--- config.mk ---
export PLATFORM = sky130hd
export DESIGN_NAME = updown_counter_param
export DESIGN_NICKNAME = d
export VERILOG_FILES = /design/src/rtl/counter_pkg.sv /design/src/rtl/counter_prescaler.sv /design/src/rtl/updown_counter_param.sv
export SDC_FILE = /design/constraint.sdc
export NUM_CORES = 1
export LEC_CHECK = 0
export BUFFER_PORTS_ARGS = -buffer_cell sky130_fd_sc_hd__buf_4
export CAP_MARGIN = 5
export CORE_MARGIN = 5
export CORE_UTILIZATION = 44
export CTS_BUF_LIST = sky130_fd_sc_hd__clkbuf_8 sky130_fd_sc_hd__clkbuf_16
export DETAILED_ROUTE_END_ITERATION = 16
export PLACE_DENSITY = 0.64
export SYNTH_ARGS = -nofsm -noshare
export SYNTH_HDL_FRONTEND = slang
export SYNTH_SLANG_ARGS = --single-unit
--- constraint.sdc ---
create_clock -name clk -period 2.2 [get_ports clk]
set_input_delay 0.44 -clock clk [delete_from_list [all_inputs] [get_ports clk]]
set_output_delay 0.44 -clock clk [all_outputs]
set_load 0.02 [all_outputs]
--- src/rtl/counter_pkg.sv ---
// Shared types and helpers for the parametrised up/down counter.
// Optional prescaler is enabled with macro COUNTER_PRESCALE_EN.
package counter_pkg;

    typedef enum logic {
        CNT_DOWN = 1'b0,
        CNT_UP   = 1'b1
    } cnt_dir_t;

    typedef enum logic {
        CNT_WRAP = 1'b0,
        CNT_SAT  = 1'b1
    } cnt_mode_t;

    // Width of a phase counter holding 0..p-1; never narrower than 1 bit.
    function automatic int presc_w(input int p);
        return (p <= 1) ? 1 : $clog2(p);
    endfunction

endpackage

--- src/rtl/counter_prescaler.sv ---
// Step-tick generator: one tick every PRESCALE enabled cycles.
// Only instantiated when COUNTER_PRESCALE_EN is defined.
module counter_prescaler
    import counter_pkg::*;
#(
    parameter int PRESCALE = 4
) (
    input  logic clk,
    input  logic reset_n,
    input  logic en,
    input  logic clr,
    output logic tick
);

    localparam int PW = presc_w(PRESCALE);
    localparam logic [PW-1:0] LAST = PW'(PRESCALE - 1);

    logic [PW-1:0] phase;

    assign tick = en && (phase == LAST);

    // Phase advances only while enabled; clear restarts the interval.
    always_ff @(posedge clk) begin
        if (!reset_n) begin
            phase <= '0;
        end else if (clr) begin
            phase <= '0;
        end else if (en) begin
            phase <= (phase == LAST) ? '0 : phase + PW'(1);
        end
    end

endmodule

--- src/rtl/updown_counter_param.sv ---
// Up/down counter with load, enable, modulus and wrap/saturate mode.
// Define COUNTER_PRESCALE_EN to step once every PRESCALE enabled cycles.
module updown_counter_param
    import counter_pkg::*;
#(
    parameter int WIDTH    = 8,
    parameter int MOD_MAX  = (2**WIDTH) - 1,
    parameter int PRESCALE = 4
) (
    input  logic             clk,
    input  logic             reset_n,
    input  logic             load_en,
    input  logic [WIDTH-1:0] data_in,
    input  logic             count_en,
    input  logic             up_dn,
    input  logic             sat_mode,
    output logic [WIDTH-1:0] q_out,
    output logic             tc_out,
    output logic             wrap_out
);

    localparam logic [WIDTH-1:0] MAX_V = WIDTH'(MOD_MAX);

    if (WIDTH < 2 || MOD_MAX < 0 || MOD_MAX > (2**WIDTH) - 1 ||
        PRESCALE < 1) begin : g_bad_params
        $error("updown_counter_param: illegal parameters");
    end

    cnt_dir_t  dir;
    cnt_mode_t mode;
    logic      step_tick;

    assign dir  = cnt_dir_t'(up_dn);
    assign mode = cnt_mode_t'(sat_mode);

`ifdef COUNTER_PRESCALE_EN
    counter_prescaler #(
        .PRESCALE (PRESCALE)
    ) u_prescaler (
        .clk     (clk),
        .reset_n (reset_n),
        .en      (count_en),
        .clr     (load_en),
        .tick    (step_tick)
    );
`else
    assign step_tick = 1'b1;
`endif

    assign tc_out = (dir == CNT_UP) ? (q_out == MAX_V)
                                    : (q_out == '0);

    // Count register: reset > load > step > hold; wrap_out is a 1-cycle pulse.
    always_ff @(posedge clk) begin
        if (!reset_n) begin
            q_out    <= '0;
            wrap_out <= 1'b0;
        end else if (load_en) begin
            q_out    <= (data_in > MAX_V) ? MAX_V : data_in;
            wrap_out <= 1'b0;
        end else if (count_en && step_tick) begin
            wrap_out <= 1'b0;
            if (dir == CNT_UP) begin
                if (q_out >= MAX_V) begin
                    if (mode == CNT_WRAP) begin
                        q_out    <= '0;
                        wrap_out <= 1'b1;
                    end else begin
                        q_out <= MAX_V;
                    end
                end else begin
                    q_out <= q_out + WIDTH'(1);
                end
            end else begin
                if (q_out == '0) begin
                    if (mode == CNT_WRAP) begin
                        q_out    <= MAX_V;
                        wrap_out <= 1'b1;
                    end
                end else begin
                    q_out <= q_out - WIDTH'(1);
                end
            end
        end else begin
            wrap_out <= 1'b0;
        end
    end

endmodule
### Word-level counts from Yosys, hierarchy flattened

Index checks and enable logic that the tools add are counted.

* register bits after elaboration: 9
* input bits: 14
* output and inout bits: 10
* word-level logic and storage cells: 27

* add/sub/neg operators: 2
* order comparisons: 2
* equal/unequal tests: 2
* muxes and demuxes: 13
* bitwise operators: 2
* reduce and logical (&&, ||, !) cells: 4

Operators with widths (number)
* 8-bit 2-to-1 mux: 8
* 8-bit by 1-bit adder with 8-bit output, second input constant: 1
* 8-bit == test, second input constant: 1
* 8-bit greater-or-equal comparator, second input constant: 1
* 8-bit > comparator, second input constant: 1
* 8-bit logical NOT: 1
* 8-bit by 1-bit subtractor with 8-bit output, second input constant: 1
* 1-bit 2-to-1 mux: 5
* 4-bit != test, second input constant: 1
* 3-bit OR reduction: 1
* 1-bit inverter: 2
* 2-bit AND reduction: 1
* 2-bit nonzero test: 1

### Logic depth before layout (Yosys ltp)

Gate-level depths: netlist (run 1).

* depth after elaboration: 5
* mapped depth: 7
* depth with buffers taken out: 7

### Worst setup path after synthesis (run 1)

OpenSTA, ideal clock, no wires.

* path kind: register -> output
* start: register q_out[0]
* end: output port tc_out
* arrival time: 1.468 ns
* required time: 1.760 ns
* path slack: 0.292 ns
* cell stages (with the launch flop): 6
* buffers on the path: 0
* cells stage by stage: dfxtp_1 inv_1 ha_1 nor3b_2 and2_4 a21o_1

* word-level cells in the longest chain between the ends: 2
* elaborated cells between the ends (all ways): 3
* classes of those cells: eq/ne: 1; mux: 1; reduce/logical: 1

RTL lines
* start: declaration: RTL line updown_counter_param.sv:17 `output logic [WIDTH-1:0] q_out,`
* start signal: assignment: RTL line updown_counter_param.sv:59 `q_out <= (data_in > MAX_V) ? MAX_V : data_in;`
* start signal: assignment: RTL line updown_counter_param.sv:72 `q_out <= q_out + WIDTH'(1);`
* start signal: assignment: RTL line updown_counter_param.sv:81 `q_out <= q_out - WIDTH'(1);`
* 8-bit == test or 8-bit logical NOT (tied branches): RTL line updown_counter_param.sv:50, updown_counter_param.sv:51
* 1-bit 2-to-1 mux (*): RTL line updown_counter_param.sv:50 `assign tc_out = (dir == CNT_UP) ? (q_out == MAX_V)`
* end: declaration: RTL line updown_counter_param.sv:18 `output logic tc_out,`

Mark *: on every way between the ends. The rest lies on a longest branch, timed or not.

### Worst setup path in the final report (run 1)

* start: register q_out[1]
* end: output port tc_out

Same word-level chain as after synthesis.

==> results of run 1 <==
[cells in the final DEF, fill, tap and decap left out, drive strengths merged, types with 3 or more instances in the layout]
cell / instances
a21oi: 8
a31oi: 3
and3: 6
buf: 30
clkbuf: 3
dfxtp: 9
ha: 3
inv: 6
nand2: 10
nand3: 11
nand4: 4
nor2: 7
nor2b: 3
nor3: 5
nor3b: 4
o21ai: 9
o22ai: 4
xnor2: 3
[state kept, by name (all words and copies together) (netlist names)]
register  cells
q_out         8
wrap_out      1
[critical path: cells and delay by family (launching register included)]
| family | cells | cell delay, ns |
|---|---|---|
| flip-flops | 1 | 0.36 |
| AO/OA/AOI/OAI | 1 | 0.13 |
| buffers and inverters | 2 | 0.23 |
| adder cells (fa/ha/maj) | 1 | 0.17 |
| AND/OR/NAND/NOR | 2 | 0.54 |
[cell type report]
cell class | count | area [um^2]
fill | 182 | 806
multi-input combinational | 104 | 688
timing repair buffer | 30 | 225
sequential | 9 | 181
clock buffer | 3 | 41.3
tap | 27 | 33.8
inverter | 6 | 22.5
clock inverter | 1 | 3.75
[how the worst max path moves through the flow]
stage | endpoint | slack (ns)
global placement | tc_out | 0.29
CTS | tc_out | 0.02
floorplan | tc_out | 0.29
global route | tc_out | 0.003
finish | tc_out | 0.10
detailed placement | tc_out | 0.24
[metrics by stage]
stage | cells | instance area (um^2) | setup WS (ns) | utilization, % | hold WS (ns)
after detailed placement | 175 | 1140 | 0.245 | 56.8 | 0.660
final | 180 | 1200 | 0.102 | 59.8 | 0.440
after CTS | 179 | 1190 | 0.0225 | 59.3 | 0.438
after global routing | 180 | 1200 | 0.00278 | 59.8 | 0.466
after global placement | 175 | 1140 | 0.295 | 56.8 | 0.663
after floorplan | 129 | 937 | 0.292 | - | 0.594
[power by group]
part           leakage (nW)  switching, mW  internal (mW)
sequential           0.0746         0.0278          0.177
clock                0.0269         0.0754          0.122
combinational         0.396          0.142          0.122
[kinds of logic after synthesis]
family | count (synthesis)
AOI/OAI and AO/OA | 37
xor gates and xnor gates | 5
adders and majority gates | 3
buffers and inverters | 16
DFF | 9
and+or+nand+nor | 59
[routing by layer]
layer	vias to the layer above	wire [um]
li1	534	-
met1	505	1180
met2	81	1400
met3	7	302
met4	0	63
met5	-	0
[timing repair]
action                                  in CTS  in global routing
cloned                                       0                  0
setup buffers                                0                  1
gates resized for setup                      1                  1
endpoints found under the setup margin       1                  1
==> results.cfg, run 1 <==
[setup_path]
path_cells = inv_1, ha_1, nor3b_4, and2_4, a21o_1, buf_4
critical_path.endpoint_type = output port
start_kind = register
crit_type = register to output port
startpoint = q_out[1]
r2r-start = q_out[1]
slowest_delay_ns = 0.36
reg2reg_depth = 6
r2r_setup_slack_ns = 0.32
reg2reg_to = q_out[6]
arrival_ns = 1.66
required_ns = 1.76
cp_slowest_cell = dfxtp_2
path_max_fanout = 9

[grt]
busiest_layer = met2
met3_usage_pct = 3.71
use_met2_pct = 29.9
antenna_found_initial = 0
grt_max_degree = 16
grt_pass1_wl_mm = 4.95
overflow = 0
met1_usage_pct = 26.2
grt_pass1_vias = 1046
grtUsageTotal_pct = 19.6

[route]
firstDrtPassIters = 4
ant_nets = 0
drt_iter0_markers = 77
viasPerCell = 6.26
wire_per_inst_um = 16.4
wl_mm = 2.95
drc = 0
vias = 1127

[clock_network]
clock-sinks = 9
tritoncts = done
clk_pin_slew_worst_paths_ns = 0.05
insertion_delay_ns = 0.24
cts_buffer_depth = 2
htree_levels = 1
holdBufCountCts = 0
root_buffer = clkbuf_8
cts_buffers = 3

[final_layout]
syn2layout_area_growth_pct = 27.6
nNetsFinal = 171
antenna_cells = 0
drive_gt1_share_pct = 28.1

[logic_synthesis]
yosysWarnings = 0
synth_mux_area_share_pct = 0
synth_top_family_by_area = simple AND/OR/NAND/NOR gates
synth_top_area_share_pct = 19.2
syn_area_per_cell_um2 = 7.26
synth.largest_area_cell = dfxtp_1
netlist-cell-type-count = 44
synth_seq_area_share_pct = 19.2
synth_ff_type = dfxtp_1
yosys.area_share.simple_pct = 37.8
synth_edf_count = 0
synth_most_common_cell = nand3_1
synthXorXnorAreaFrac_pct = 4.67
async_flop_share_pct = 0
ys_ff_latch = 9
syn_nets = 146
synthCells = 129
synth_area_um2 = 937
synth_fa_ha_area_share_pct = 4.01
synth_common_cells = 11 x nand3_1, 9 x dfxtp_1, 9 x nand2_1, 9 x o21ai_0, 8 x a21oi_1
synth-compound-area-share_pct = 26.3
synth_top_cells_by_area = dfxtp_1 19%, nand3_1 5.9%, o21ai_0 4.8%, a21oi_1 4.3%, ha_1 4.0%

[timing]
slew_violations = 0
setup_violations = 0
max_freq_mhz = 477
relSlewSlack_pct = 67.9
tns_ns = 0
tightestPinTransition_ns = 0.477
hold_violations = 0
worst_clock_skew_ns = 0.00191
period_needed_ns = 2.10
rsz0062_at_grt = false
timing.final.crit_share_pct = 95.4

[status]
status = finished clean

[run]
drv_cap = 0

[hold_path]
hold_class = primary input to register
whs_path_depth = 3
holdPathEnd = q_out[5]
min_from = data_in[5]

[die]
start_util_pct = 46.8
dieArea_um2 = 3150
fp.dieW_um = 56.2
rows = 16
coreArea_um2 = 2000
ioPinCount = 24
dieHeight_um = 56.2

[power]
total_power_mw = 0.666
power.density_nw_per_um2 = 557
p_leak_nw = 0.498
peakVddDrop_mv = 0.456

[placement]
dp_hpwl_mm = 2.20
io_buffers = 23
place.gp.congestion = 0.915
(Power assumes the default switching activity.)
==> run 2: changes to the inputs <==
--- a/config.mk
+++ b/config.mk
@@ -12,6 +12,7 @@
 export CTS_BUF_LIST = sky130_fd_sc_hd__clkbuf_8 sky130_fd_sc_hd__clkbuf_16
 export DETAILED_ROUTE_END_ITERATION = 16
 export PLACE_DENSITY = 0.64
+export SETUP_SLACK_MARGIN = 0.5
 export SYNTH_ARGS = -nofsm -noshare
 export SYNTH_HDL_FRONTEND = slang
 export SYNTH_SLANG_ARGS = --single-unit
==> constraint.sdc (replaced) <==
create_clock -name clk -period 2.2 [get_ports clk]
set_input_delay 0.44 -clock clk [delete_from_list [all_inputs] [get_ports clk]]
set_output_delay 0.44 -clock clk [all_outputs]
set_load 0.05 [all_outputs]
==> run 2 against run 1 <==
Net effect: clock-buffer cell count unchanged; register-to-register slack improved by 0.25 ns; non-clock buffer count is 7 higher; global-route usage grew 1.6 points; largest cell class unchanged; largest power group unchanged; highest routed layer unchanged.
==> results.cfg, run 2 (synthesis gave the netlist of run 1 again) <==
[setup_path]
reg2reg_depth = 7
r2r_setup_slack_ns = 0.57
path_max_fanout = 5
start_kind = register
reg2reg_to = q_out[0]
r2r-start = q_out[1]
critical_path.endpoint_type = output port
arrival_ns = 1.47
required_ns = 1.76
crit_type = register to output port

[die]
coreArea_um2 = 2000
rows = 16
start_util_pct = 46.8
fp.dieW_um = 56.2
dieHeight_um = 56.2
dieArea_um2 = 3150
ioPinCount = 24

[route]
viasPerCell = 6.43
drc = 0
wire_per_inst_um = 18.1
firstDrtPassIters = 4
ant_nets = 0
vias = 1202
drt_iter0_markers = 69
wl_mm = 3.39

[grt]
grt_max_degree = 16
overflow = 0
grt_pass1_wl_mm = 5.21
grtUsageTotal_pct = 21.2
grt_pass1_vias = 1091
antenna_found_initial = 0

[final_layout]
fin_cells = 187
multi_input_area_um2 = 785
syn2layout_area_growth_pct = 48.1
top_regs = q_out x8, wrap_out x1
antenna_cells = 0
fillers = 159
layout_commonest_cell = buf_4
largest_reg_flops = 8
drive_gt1_share_pct = 42.5
ff_latch_area_um2 = 208
nNetsFinal = 178
post-route-util_pct = 69.3
regMostFlops = q_out
mostFrequentLayoutCells = 35 x buf_4, 10 x nand3_1, 9 x nand2_1, 8 x a21oi_1

[timing]
relSlewSlack_pct = 81.8
timing.final.crit_share_pct = 86.9
max_freq_mhz = 523
hold_violations = 0
tightestPinTransition_ns = 0.273
setup_violations = 0
slew_violations = 0
tns_ns = 0
fin_hold_ws_ns = 0.450
period_needed_ns = 1.91
rsz0062_at_grt = true
worst_clock_skew_ns = 0.00875

[clock_network]
insertion_delay_ns = 0.24
cts_buffer_depth = 2
cts_buffers = 3
root_buffer = clkbuf_8
clk_pin_slew_worst_paths_ns = 0.05
holdBufCountCts = 0
htree_levels = 1
tritoncts = done
clock-sinks = 9

[placement]
placed_cells = 171
dp_hpwl_mm = 2.15
io_buffers = 23
place.gp.congestion = 0.930

[run]
drv_cap = 0

[hold_path]
holdPathEnd = q_out[5]
hold_class = primary input to register
whs_path_depth = 3
min_from = data_in[5]

[power]
total_power_mw = 0.772
power.density_nw_per_um2 = 556
p_leak_nw = 0.550
peakVddDrop_mv = 0.490

[status]
status = finished clean
## run 2: layout make-up
cell class / count / area share, %
clock buffer: 3 / 2.98
clock inverter: 1 / 0.271
inverter: 6 / 1.98
multi-input combinational: 104 / 56.5
sequential: 9 / 15.0
tap: 27 / 2.43
timing repair buffer: 37 / 20.8
## run 2: critical path: stages, from the launching register on
cell and delay [ns]:
dfxtp_4 0.37, ha_4 0.18, and3_4 0.18, and3_4 0.17, a21o_4 0.19, buf_8 0.14
## run 2: how the worst max path moves through the flow
stage	from	endpoint	slack [ns]	cells past startpoint
floorplan	q_out[6]	tc_out	0.45	4
finish	q_out[1]	tc_out	0.29	5
global route	q_out[0]	tc_out	0.25	6
detailed placement	q_out[1]	tc_out	0.32	6
CTS	q_out[0]	tc_out	0.30	5
global placement	up_dn	tc_out	0.33	5
## run 2: metal layers
metal  GRT usage [%]  up-vias  wire, um
li1                -      549         -
met1            24.9      545      1340
met2            34.2       83      1530
met3            5.57       25       357
met4            12.2        0       161
met5               0        -         0
## run 2: metrics by stage
| stage | instance area [um^2] | setup slack [ns] |
|---|---|---|
| final | 1390 | 0.289 |
| after global routing | 1390 | 0.251 |
| after CTS | 1310 | 0.302 |
| after detailed placement | 1140 | 0.325 |
| after global placement | 1140 | 0.333 |
| after floorplan | 982 | 0.450 |
## run 2: what timing repair did
action / in CTS / in global routing
pin swaps: 2 / 5
setup endpoints to repair: 8 / 7
setup buffers: 9 / 3
cloned: 0 / 0
gates resized for setup: 12 / 13
## run 2: power by group
group          switching [mW]  internal, mW  leakage, nW
Clock                  0.0732         0.122       0.0269
Combinational           0.201         0.158        0.444
Sequential             0.0397         0.177       0.0791
Total                   0.314         0.458        0.550
